<file path="src/rtl/seg_shift_out.sv">
// Serial output stage: shifts a 64-bit segment pattern MSB-first into an external 74HC595-style chain and then latches it.
// Latency: busy for 129*DIV cycles from the accepting edge, then done pulses for one cycle.
// Backpressure: start is honoured only in IDLE; requests made while a frame is in flight are dropped.
module seg_shift_out #(
    parameter int DIV = 4
) (
    input  logic        clk,
    input  logic        rstn,
    input  logic [63:0] seg_data,
    input  logic        start,
    output logic        busy,
    output logic        done,
    output logic        seg_clk,
    output logic        seg_sout,
    output logic        seg_latch,
    output logic        seg_clrn
);

    localparam int PCW = $clog2(DIV + 1);
    localparam logic [PCW-1:0] PC_LAST = PCW'(DIV - 1);
    localparam logic [PCW-1:0] PC_ONE  = PCW'(1);
    localparam logic [PCW-1:0] PC_ZERO = '0;

    typedef enum logic [1:0] {
        S_IDLE  = 2'd0,
        S_LO    = 2'd1,
        S_HI    = 2'd2,
        S_LATCH = 2'd3
    } state_t;

    state_t         state_q, state_d;
    logic [63:0]    sr_q, sr_d;
    logic [6:0]     bc_q, bc_d;
    logic [PCW-1:0] pc_q, pc_d;
    logic           busy_q, busy_d;
    logic           done_q, done_d;
    logic           seg_clk_q, seg_clk_d;
    logic           seg_latch_q, seg_latch_d;
    logic           seg_clrn_q;
    logic           pc_last;

    assign pc_last = (pc_q == PC_LAST);

    // Next-state, datapath and output decode; outputs come from next state so they are flop outputs.
    always_comb begin
        state_d = state_q;
        sr_d    = sr_q;
        bc_d    = bc_q;
        pc_d    = pc_q;
        done_d  = 1'b0;
        unique case (state_q)
            S_IDLE: begin
                if (start) begin
                    sr_d    = seg_data;
                    bc_d    = 7'd0;
                    pc_d    = PC_ZERO;
                    state_d = S_LO;
                end
            end
            S_LO: begin
                if (pc_last) begin
                    pc_d    = PC_ZERO;
                    state_d = S_HI;
                end else begin
                    pc_d = pc_q + PC_ONE;
                end
            end
            S_HI: begin
                if (pc_last) begin
                    pc_d = PC_ZERO;
                    if (bc_q == 7'd63) begin
                        state_d = S_LATCH;
                    end else begin
                        // Shift only as seg_clk falls so seg_sout is stable across the whole HI phase.
                        sr_d    = {sr_q[62:0], 1'b0};
                        bc_d    = bc_q + 7'd1;
                        state_d = S_LO;
                    end
                end else begin
                    pc_d = pc_q + PC_ONE;
                end
            end
            S_LATCH: begin
                if (pc_last) begin
                    pc_d    = PC_ZERO;
                    done_d  = 1'b1;
                    state_d = S_IDLE;
                end else begin
                    pc_d = pc_q + PC_ONE;
                end
            end
            default: begin
                state_d = S_IDLE;
            end
        endcase
        busy_d      = (state_d != S_IDLE);
        seg_clk_d   = (state_d == S_HI);
        seg_latch_d = (state_d == S_LATCH);
    end

    // State, datapath and registered outputs.
    always_ff @(posedge clk or negedge rstn) begin
        if (!rstn) begin
            state_q     <= S_IDLE;
            sr_q        <= '0;
            bc_q        <= '0;
            pc_q        <= '0;
            busy_q      <= 1'b0;
            done_q      <= 1'b0;
            seg_clk_q   <= 1'b0;
            seg_latch_q <= 1'b0;
        end else begin
            state_q     <= state_d;
            sr_q        <= sr_d;
            bc_q        <= bc_d;
            pc_q        <= pc_d;
            busy_q      <= busy_d;
            done_q      <= done_d;
            seg_clk_q   <= seg_clk_d;
            seg_latch_q <= seg_latch_d;
        end
    end

    // External chain clear: held low through reset, released on the first edge afterwards.
    always_ff @(posedge clk or negedge rstn) begin
        if (!rstn) begin
            seg_clrn_q <= 1'b0;
        end else begin
            seg_clrn_q <= 1'b1;
        end
    end

    assign busy      = busy_q;
    assign done      = done_q;
    assign seg_clk   = seg_clk_q;
    assign seg_sout  = sr_q[63];
    assign seg_latch = seg_latch_q;
    assign seg_clrn  = seg_clrn_q;

endmodule

</file>
<file path="config.mk">
export PLATFORM = sky130hd
export DESIGN_NAME = seg_shift_out
export DESIGN_NICKNAME = d
export VERILOG_FILES = /design/src/rtl/seg_shift_out.sv
export SDC_FILE = /design/constraint.sdc
export NUM_CORES = 1
export LEC_CHECK = 0
export CORE_ASPECT_RATIO = 1.2
export CORE_MARGIN = 10
export CORE_UTILIZATION = 35
export CTS_CLUSTER_DIAMETER = 40
export CTS_CLUSTER_SIZE = 28
export DETAILED_ROUTE_END_ITERATION = 8
export PLACE_DENSITY_LB_ADDON = 0.12
export SLEW_MARGIN = 5
export SYNTH_ARGS = -nofsm -noshare
export SYNTH_HDL_FRONTEND = slang
export SYNTH_SLANG_ARGS = --single-unit
</file>
<file path="constraint.sdc">
create_clock -name clk -period 4.52 [get_ports clk]
set_clock_uncertainty 0.15 [all_clocks]
set_input_delay 0.452 -clock clk [delete_from_list [all_inputs] [get_ports clk]]
set_output_delay 0.452 -clock clk [all_outputs]
set_load 0.01 [all_outputs]
</file>
# Word level (Yosys, flattened, before mapping)
# Cells that the tools add are included.
# classes
n_bitwise,0
shifts,0
n_addsub,2
n_mux,19
div_mod_pow,0
n_mul,0
magnitude_cmp,0
eq_ne,10
n_reduce_logical,5
# op_table
op,n
64-bit two-way mux,3
64-bit one-hot mux with 2 select lines,1
7-bit two-way mux,3
7-bit one-hot mux with 2 select lines,1
2-bit two-way mux,5
"2-bit == test, second input constant",4
2-bit one-hot mux with 4 select lines,1
"7-bit by 1-bit adder with 7-bit output, second input constant",1
"7-bit by 6-bit == test with 1-bit output, second input constant",1
3-bit two-way mux,2
"2-bit != test, second input constant",3
3-bit one-hot mux with 2 select lines,1
4-bit AND reduction,1
2-bit nonzero test,2
"3-bit by 1-bit adder with 3-bit output, second input constant",1
"3-bit by 2-bit == test with 1-bit output, second input constant",1
3-bit OR reduction,1
"2-bit by 1-bit == test with 1-bit output, second input constant",1
2-bit logical NOT,1
1-bit two-way mux,2
# word_totals
ram_bits,0
elab_cells,45
latch_bits,0
register_bits,81
in_bits,67
mem_bits_ro,0
out_inout_bits,6
n_memories,0

# Depth between registers and ports, before layout
# Gate-level depths: netlist (run 1).
# logic_depth
ltp_word,5
depth_mapped,8
depth_no_buf,6

# Worst setup path before layout (run 1)
# No wires, ideal clock.
# synth_timing
kind,register to register
startpoint,register pc_q[0]
endpoint,register sr_q[16]
n_path_buf,2
required_time_ps,4244
t_arrival_ps,1547
setup_time_ps,126
path_slack_ps,2697
synth_period_minus_slack_ps,1823
path_stages_with_launch,8
path_cell_list,dfrtp_1 -> ha_1 -> and4bb_1 -> o22ai_2 -> buf_6 -> buf_4 -> nor2_1 -> a221o_1
# synth_via
elab_chain_cells,3
# synth_rtl
item,line,rtl
start: declaration,34,"logic [PCW-1:0] pc_q, pc_d;"
start signal: assignment,116,pc_q <= pc_d;
3-bit by 2-bit == test with 1-bit output,42,assign pc_last = (pc_q == PC_LAST);
2-bit != test (no line),n/a,
4-bit AND reduction (no line),n/a,
end signal: assignment,114,sr_q <= sr_d;
end: declaration,32,"logic [63:0] sr_q, sr_d;"
# No other way between the ends.
# A chain may end at the register's enable or synchronous reset.

# Worst setup path in the final report (run 1)
# layout_timing
startpoint,input port start
endpoint,register bc_q[3]
# layout_via
elab_chain_cells,2
# layout_rtl
item,line,rtl
start: declaration,10,"input logic start,"
2-bit != test (no line),n/a,
4-bit AND reduction (no line),n/a,
end signal: assignment,106,bc_q <= '0;
end signal: assignment,115,bc_q <= bc_d;
end: declaration,33,"logic [6:0] bc_q, bc_d;"
# No other way between the ends.

==> run_results.csv, run 1 <==
group,metric,value,unit
layout,fillers,995,
timing,fin_crit_sh,51.7,%
floorplan,rows,41,
run_status,status,"finished clean",
layout,final_cell_mix,"81 x dfrtp_1, 71 x clkdlybuf4s50_1, 70 x nand2_1, 52 x o21ai_1, 46 x mux2i_1",
detailed_routing,avgRoutedWirePerCell,14.7,um
detailed_routing,drt-pass1-iter-count,4,
setup_path,end_kind,"flip-flop",
global_route,grt_use_total,11.3,%
power,irDropWorstVdd,0.199,mV
clock_network,clkSlewWorstSetupHoldPaths,0.06,ns
layout,utilization,46.0,%
setup_path,cp-startpoint,"start",
clock_network,hold_buffers,0,
clock_network,clockBufferDepth,2,
logic_synthesis,ys_seq_area_share,54.9,%
clock_network,htree_levels,3,
logic_synthesis,syn_area,3690,um^2
global_route,grt_max_degree,136,
floorplan,fp.coreArea,10400,um^2
setup_path,setup.worst_path.end,"bc_q[3]$_DFFE_PN0P_",
power,p_seq_share,44.2,%
flow_run,maxCapViolCount,0,
setup_path,rr_startpoint,"state_q[1]$_DFF_PN0_",
detailed_routing,drt_iter0_drc,133,
placement,place.gp.congestion,0.700,
power,p_sw_share,31.0,%
timing,timing.fmax,0.428,GHz
setup_path,reg2reg_slack,2.22,ns
timing,relSlewSlack,31.5,%
global_route,grt_pass1_wl,14.0,mm
layout,fin_nets,483,
floorplan,ios,73,
clock_network,cts-root-buf,"clkbuf_16",
layout,num_antenna_cells,0,
logic_synthesis,synth_area_leaders,"dfrtp_1 55%, mux2i_1 12%, nand2_1 7.1%",
layout,area_delta_synth_final,29.8,%
power,p_int,0.00186,W
floorplan,fp.dieH,133,um
setup_path,crit_path_max_fanout,135,
global_route,overflow,0,
setup_path,startpoint_type,"primary input",
layout,layout_commonest_cell,"dfrtp_1",
timing,drv_slew,0,
detailed_routing,avgViaCountPerCell,4.88,
clock_network,cts_buffers,9,
floorplan,die_w,114,um
timing,setup_tns,0,ns
timing,worst_pin_slew,1.03,ns
logic_synthesis,synth_edf_count,0,
floorplan,die_area,15100,um^2
logic_synthesis,yosys.area.top_type,"dfrtp_1",
logic_synthesis,netlist_instances,354,
clock_network,cts_setup_buffers,0,
setup_path,arrival,2.44,ns
logic_synthesis,synthArstFlopShare,100,%
power,p_switching,0.000836,W
logic_synthesis,avgSynthCellArea,10.4,um^2
setup_path,rr_endpoint,"sr_q[46]$_DFFE_PN0P_",
power,p_leak,1.99,nW
clock_network,cts_tree,"done",
timing,final_hold_viol_count,0,
logic_synthesis,synth_nets,423,
power,p_total,0.00270,W
clock_network,insertion_delay,0.33,ns
setup_path,crit_type,"in -> reg",
timing,rsz0062_at_grt,"false",
power,clockPowerShare,27.6,%
min_path,hp-class,"in -> async",
logic_synthesis,synth.yosys.warnings,0,
detailed_routing,dr_total_vias,2672,
detailed_routing,ant_nets,0,
power,combPwrFrac,28.2,%
timing,min_period,2.34,ns
clock_network,cts_sinks,81,
global_route,grt_pass1_vias,2781,
setup_path,required,4.63,ns
placement,place_ws,1.81,ns
timing,fin_ws,2.18,ns
floorplan,start_util,35.5,%
detailed_routing,drc,0,
layout,drive_above_1_share,5.97,%
logic_synthesis,synth-seq-cells,81,
logic_synthesis,synth-main-ff-cell,"dfrtp_1",
logic_synthesis,synth_cell_type_count,34,
placement,place.port_buffers,72,
clock_network,cts_resized,0,
detailed_routing,finalWirelength,8.07,mm
power,power_density,563,nW/um^2
setup_path,r2r_cells,4,
timing,setup_viol_count_final,0,
placement,hpwlAfterDp,5.32,mm
global_route,antenna_found_initial,0,
logic_synthesis,yosys.area.top_type_share,54.9,%
## power by group through the flow
| stage | Sequential [W] | Clock (W) | Combinational [W] |
|---|---|---|---|
| 2_1_floorplan | 0.00116 | 0 | 0.000607 |
| 3_3_place_gp | 0.00120 | 0 | 0.000756 |
| 3_5_place_dp | 0.00121 | 0 | 0.000778 |
| 4_1_cts | 0.00120 | 0.000768 | 0.000777 |
| 5_1_grt | 0.00124 | 0.000802 | 0.000879 |
| 6_report | 0.00119 | 0.000745 | 0.000760 |
## state kept, by name (all words and copies together) (netlist names)
name	flops
pc_q	3
done	1
seg_clk	1
sr_q	64
seg_clrn	1
state_q	2
seg_latch	1
busy	1
bc_q	7
## final cells by class
class	instances	area, um^2	share of cell area [%]
Timing Repair Buffer	76	761	15.9
Tap cell	129	161	3.37
Clock inverter	4	51.3	1.07
Sequential cell	81	2030	42.3
Multi-Input combinational cell	242	1520	31.7
Clock buffer	12	256	5.35
Inverter	4	15.0	0.313
## Yosys cell counts, types with 2 or more instances
cell      count
dfrtp_1      81
nand2_1      70
o21ai_1      52
mux2i_1      46
nor2_1       22
a221o_1      17
buf_2        12
clkbuf_1      8
buf_4         6
a21oi_1       4
inv_1         4
and3_1        3
nand3_1       3
or3_1         3
ha_1          2
nor2b_1       2
o21a_1        2
## critical path, stage by stage
cell,delay (ns)
clkdlybuf4s50_1,0.52
nor3b_4,0.18
buf_4,0.30
o22ai_4,0.15
buf_12,0.28
or3_1,0.39
a21oi_1,0.15
## logic make-up (layout without fill, tap and decap cells)
family | count (synthesis) | count (layout) | synth area share (%)
buffers and inverters | 31 | 96 | 4.37
DFF | 81 | 81 | 54.9
and+or+nand+nor | 110 | 110 | 12.9
other | 1 | 1 | 0.102
muxes | 47 | 47 | 12.8
AOI/OAI and AO/OA | 82 | 82 | 14.3
adders and majority gates | 2 | 2 | 0.678
## metrics by stage
stage / cell area (um^2) / hold slack [ns] / std cells
after global routing: 4790 / 0.238 / 548
final: 4790 / 0.143 / 548
after global placement: 4480 / 0.317 / 532
after CTS: 4790 / 0.191 / 548
after floorplan: 3690 / 0.00641 / 354
after detailed placement: 4480 / 0.326 / 532
## worst min-delay path by stage
stage / from / to / slack [ns]
2_1_floorplan: rstn / bc_q[0]$_DFFE_PN0P_ / 0.006
3_3_place_gp: sr_q[59]$_DFFE_PN0P_ / sr_q[59]$_DFFE_PN0P_ / 0.32
3_5_place_dp: sr_q[59]$_DFFE_PN0P_ / sr_q[59]$_DFFE_PN0P_ / 0.33
4_1_cts: rstn / sr_q[28]$_DFFE_PN0P_ / 0.19
5_1_grt: rstn / sr_q[24]$_DFFE_PN0P_ / 0.24
6_report: rstn / sr_q[28]$_DFFE_PN0P_ / 0.14
## layer usage
layer  part of all wire, %  wire length (um)  global-route usage (%)
met4                   1.5               122                    4.24
met3                   4.2               337                    3.08
met2                    47              3820                    17.2
met5                     0                 0                       0
met1                    47              3790                    14.8
Note: power is estimated with default switching activity, not from simulation.
==> run 2, diff against run 1 <==
Clock period 4.52 ns to 2.2 ns, I/O delays scaled along.
==> run 2 against run 1 <==
  * Setup slack worse by 2.0 ns
  * Register-to-register slack worse by 2.1 ns
  * Clock power is 95% higher
  * Die area unchanged
  * Sequential share of layout area shrank 0.80 points
  * Core utilization increased by 0.89 points
  * Combinational power rose by 120%
  * Critical endpoint is now sr_q[13]$_DFFE_PN0P_
  * Sequential cell count unchanged
  * Wire length is 1.3% higher
==> run_results.csv, run 2 (synthesized netlist as in run 1, its figures left out) <==
group,metric,value,unit
setup_path,startpoint_type,"flip-flop",
power,p_leak,2.04,nW
detailed_routing,avgRoutedWirePerCell,14.7,um
global_route,grt_use_met1,15.0,%
placement,place.gp.congestion,0.720,
detailed_routing,drt_iter0_drc,137,
layout,top_register,"sr_q",
setup_path,rr_startpoint,"pc_q[0]$_DFFE_PN0N_",
setup_path,crit_type,"reg -> reg",
global_route,grtUsageMet2,17.1,%
layout,fillers,999,
detailed_routing,drt-pass1-iter-count,4,
detailed_routing,ant_nets,0,
global_route,busiest_layer,"met2",
clock_network,htree_levels,3,
flow_run,maxCapViolCount,0,
layout,area_delta_synth_final,32.3,%
run_status,status,"finished clean",
detailed_routing,drc,0,
setup_path,cp-startpoint,"pc_q[0]$_DFFE_PN0N_",
clock_network,insertion_delay,0.33,ns
floorplan,die_area,15100,um^2
global_route,grt_pass1_vias,2806,
floorplan,ios,73,
setup_path,r2r_cells,6,
global_route,grt_max_degree,82,
placement,place.port_buffers,72,
global_route,grtUsageMet3,2.89,%
placement,hpwlAfterDp,5.45,mm
setup_path,rr_endpoint,"sr_q[13]$_DFFE_PN0P_",
setup_path,crit_path_max_fanout,32,
timing,min_period,2.04,ns
clock_network,clkSlewWorstSetupHoldPaths,0.06,ns
layout,drive_above_1_share,7.49,%
timing,final_hold_viol_count,0,
power,power_density,1140,nW/um^2
floorplan,fp.coreArea,10400,um^2
clock_network,cts-root-buf,"clkbuf_16",
layout,reg_top3,"sr_q (64), bc_q (7), pc_q (3)",
global_route,grt_use_total,11.2,%
layout,layout_commonest_cell,"dfrtp_1",
timing,rsz0062_at_grt,"false",
layout,fin_nets,491,
timing,setup_tns,0,ns
layout,largest_reg_flops,64,
detailed_routing,avgViaCountPerCell,4.88,
placement,place_ws,0.0902,ns
clock_network,cts_tree,"done",
setup_path,reg2reg_slack,0.16,ns
min_path,hp-class,"in -> async",
clock_network,clockBufferDepth,2,
floorplan,die_w,114,um
global_route,overflow,0,
clock_network,cts_sinks,81,
detailed_routing,finalWirelength,8.17,mm
global_route,grt_pass1_wl,14.1,mm
detailed_routing,dr_total_vias,2714,
timing,drv_slew,0,
timing,fin_crit_sh,92.5,%
floorplan,rows,41,
global_route,antenna_found_initial,0,
setup_path,end_kind,"flip-flop",
clock_network,cts_buffers,9,
layout,final_cell_mix,"81 x dfrtp_1, 71 x clkdlybuf4s50_1, 70 x nand2_1, 52 x o21ai_1, 46 x mux2i_1",
setup_path,required,2.25,ns
power,irDropWorstVdd,0.570,mV
layout,num_antenna_cells,0,
timing,setup_viol_count_final,0,
floorplan,start_util,35.5,%
timing,timing.fmax,0.491,GHz
setup_path,arrival,2.09,ns
timing,fin_ws,0.165,ns
floorplan,fp.dieH,133,um
[run 2: how the worst max path moves through the flow]
| stage | end | cells past startpoint |
|---|---|---|
| after global placement | sr_q[14]$_DFFE_PN0P_ | 6 |
| after floorplan | sr_q[16]$_DFFE_PN0P_ | 7 |
| after detailed placement | sr_q[9]$_DFFE_PN0P_ | 6 |
| final | sr_q[13]$_DFFE_PN0P_ | 6 |
| after global routing | sr_q[9]$_DFFE_PN0P_ | 6 |
| after CTS | sr_q[13]$_DFFE_PN0P_ | 6 |
[run 2: final cells by class]
type | count | area [um^2] | area share (%)
sequential | 81 | 2030 | 41.5
multi-input combinational | 242 | 1520 | 31.1
timing repair buffer | 84 | 873 | 17.9
clock buffer | 10 | 229 | 4.69
tap | 129 | 161 | 3.31
clock inverter | 6 | 58.8 | 1.20
inverter | 4 | 15.0 | 0.307
[run 2: where the power goes]
| part | switching [W] | internal (W) | total [W] |
|---|---|---|---|
| logic | 0.000811 | 0.000858 | 0.00167 |
| registers | 0.000337 | 0.00210 | 0.00244 |
| clock network | 0.000573 | 0.000873 | 0.00145 |
[run 2: critical path: stages (launching register included)]
cell and delay (ns):
dfrtp_1 0.40, ha_1 0.23, and4bb_1 0.22, o22ai_4 0.34, buf_12 0.24, nor2_1 0.07
a221o_1 0.26
[run 2: metal layers]
metal  vias up  share of wire [%]
met1      1294                 48
met3         4                4.0
met5         -                  0
met2        46                 47
met4         0               0.77
li1       1370                  -
[run 2: stage by stage]
| stage | power, W | cell area, um^2 | cells | utilization [%] | hold slack, ns |
|---|---|---|---|---|---|
| after global routing | 0.00602 | 4880 | 556 | 46.9 | 0.341 |
| after detailed placement | 0.00417 | 4580 | 538 | 44.0 | 0.142 |
| after floorplan | 0.00362 | 3690 | 354 | - | -0.226 |
| after global placement | 0.00411 | 4580 | 538 | 44.0 | 0.142 |
| final | 0.00556 | 4880 | 556 | 46.9 | 0.311 |
| after CTS | 0.00566 | 4880 | 555 | 46.8 | 0.330 |
[run 2: what timing repair did]
action | in CTS | in global routing
setup buffers | 0 | 1
hold endpoints to repair | 81 | 0
resized for setup | 0 | 0
hold buffers | 1 | 0
endpoints found under the setup margin | 0 | 11
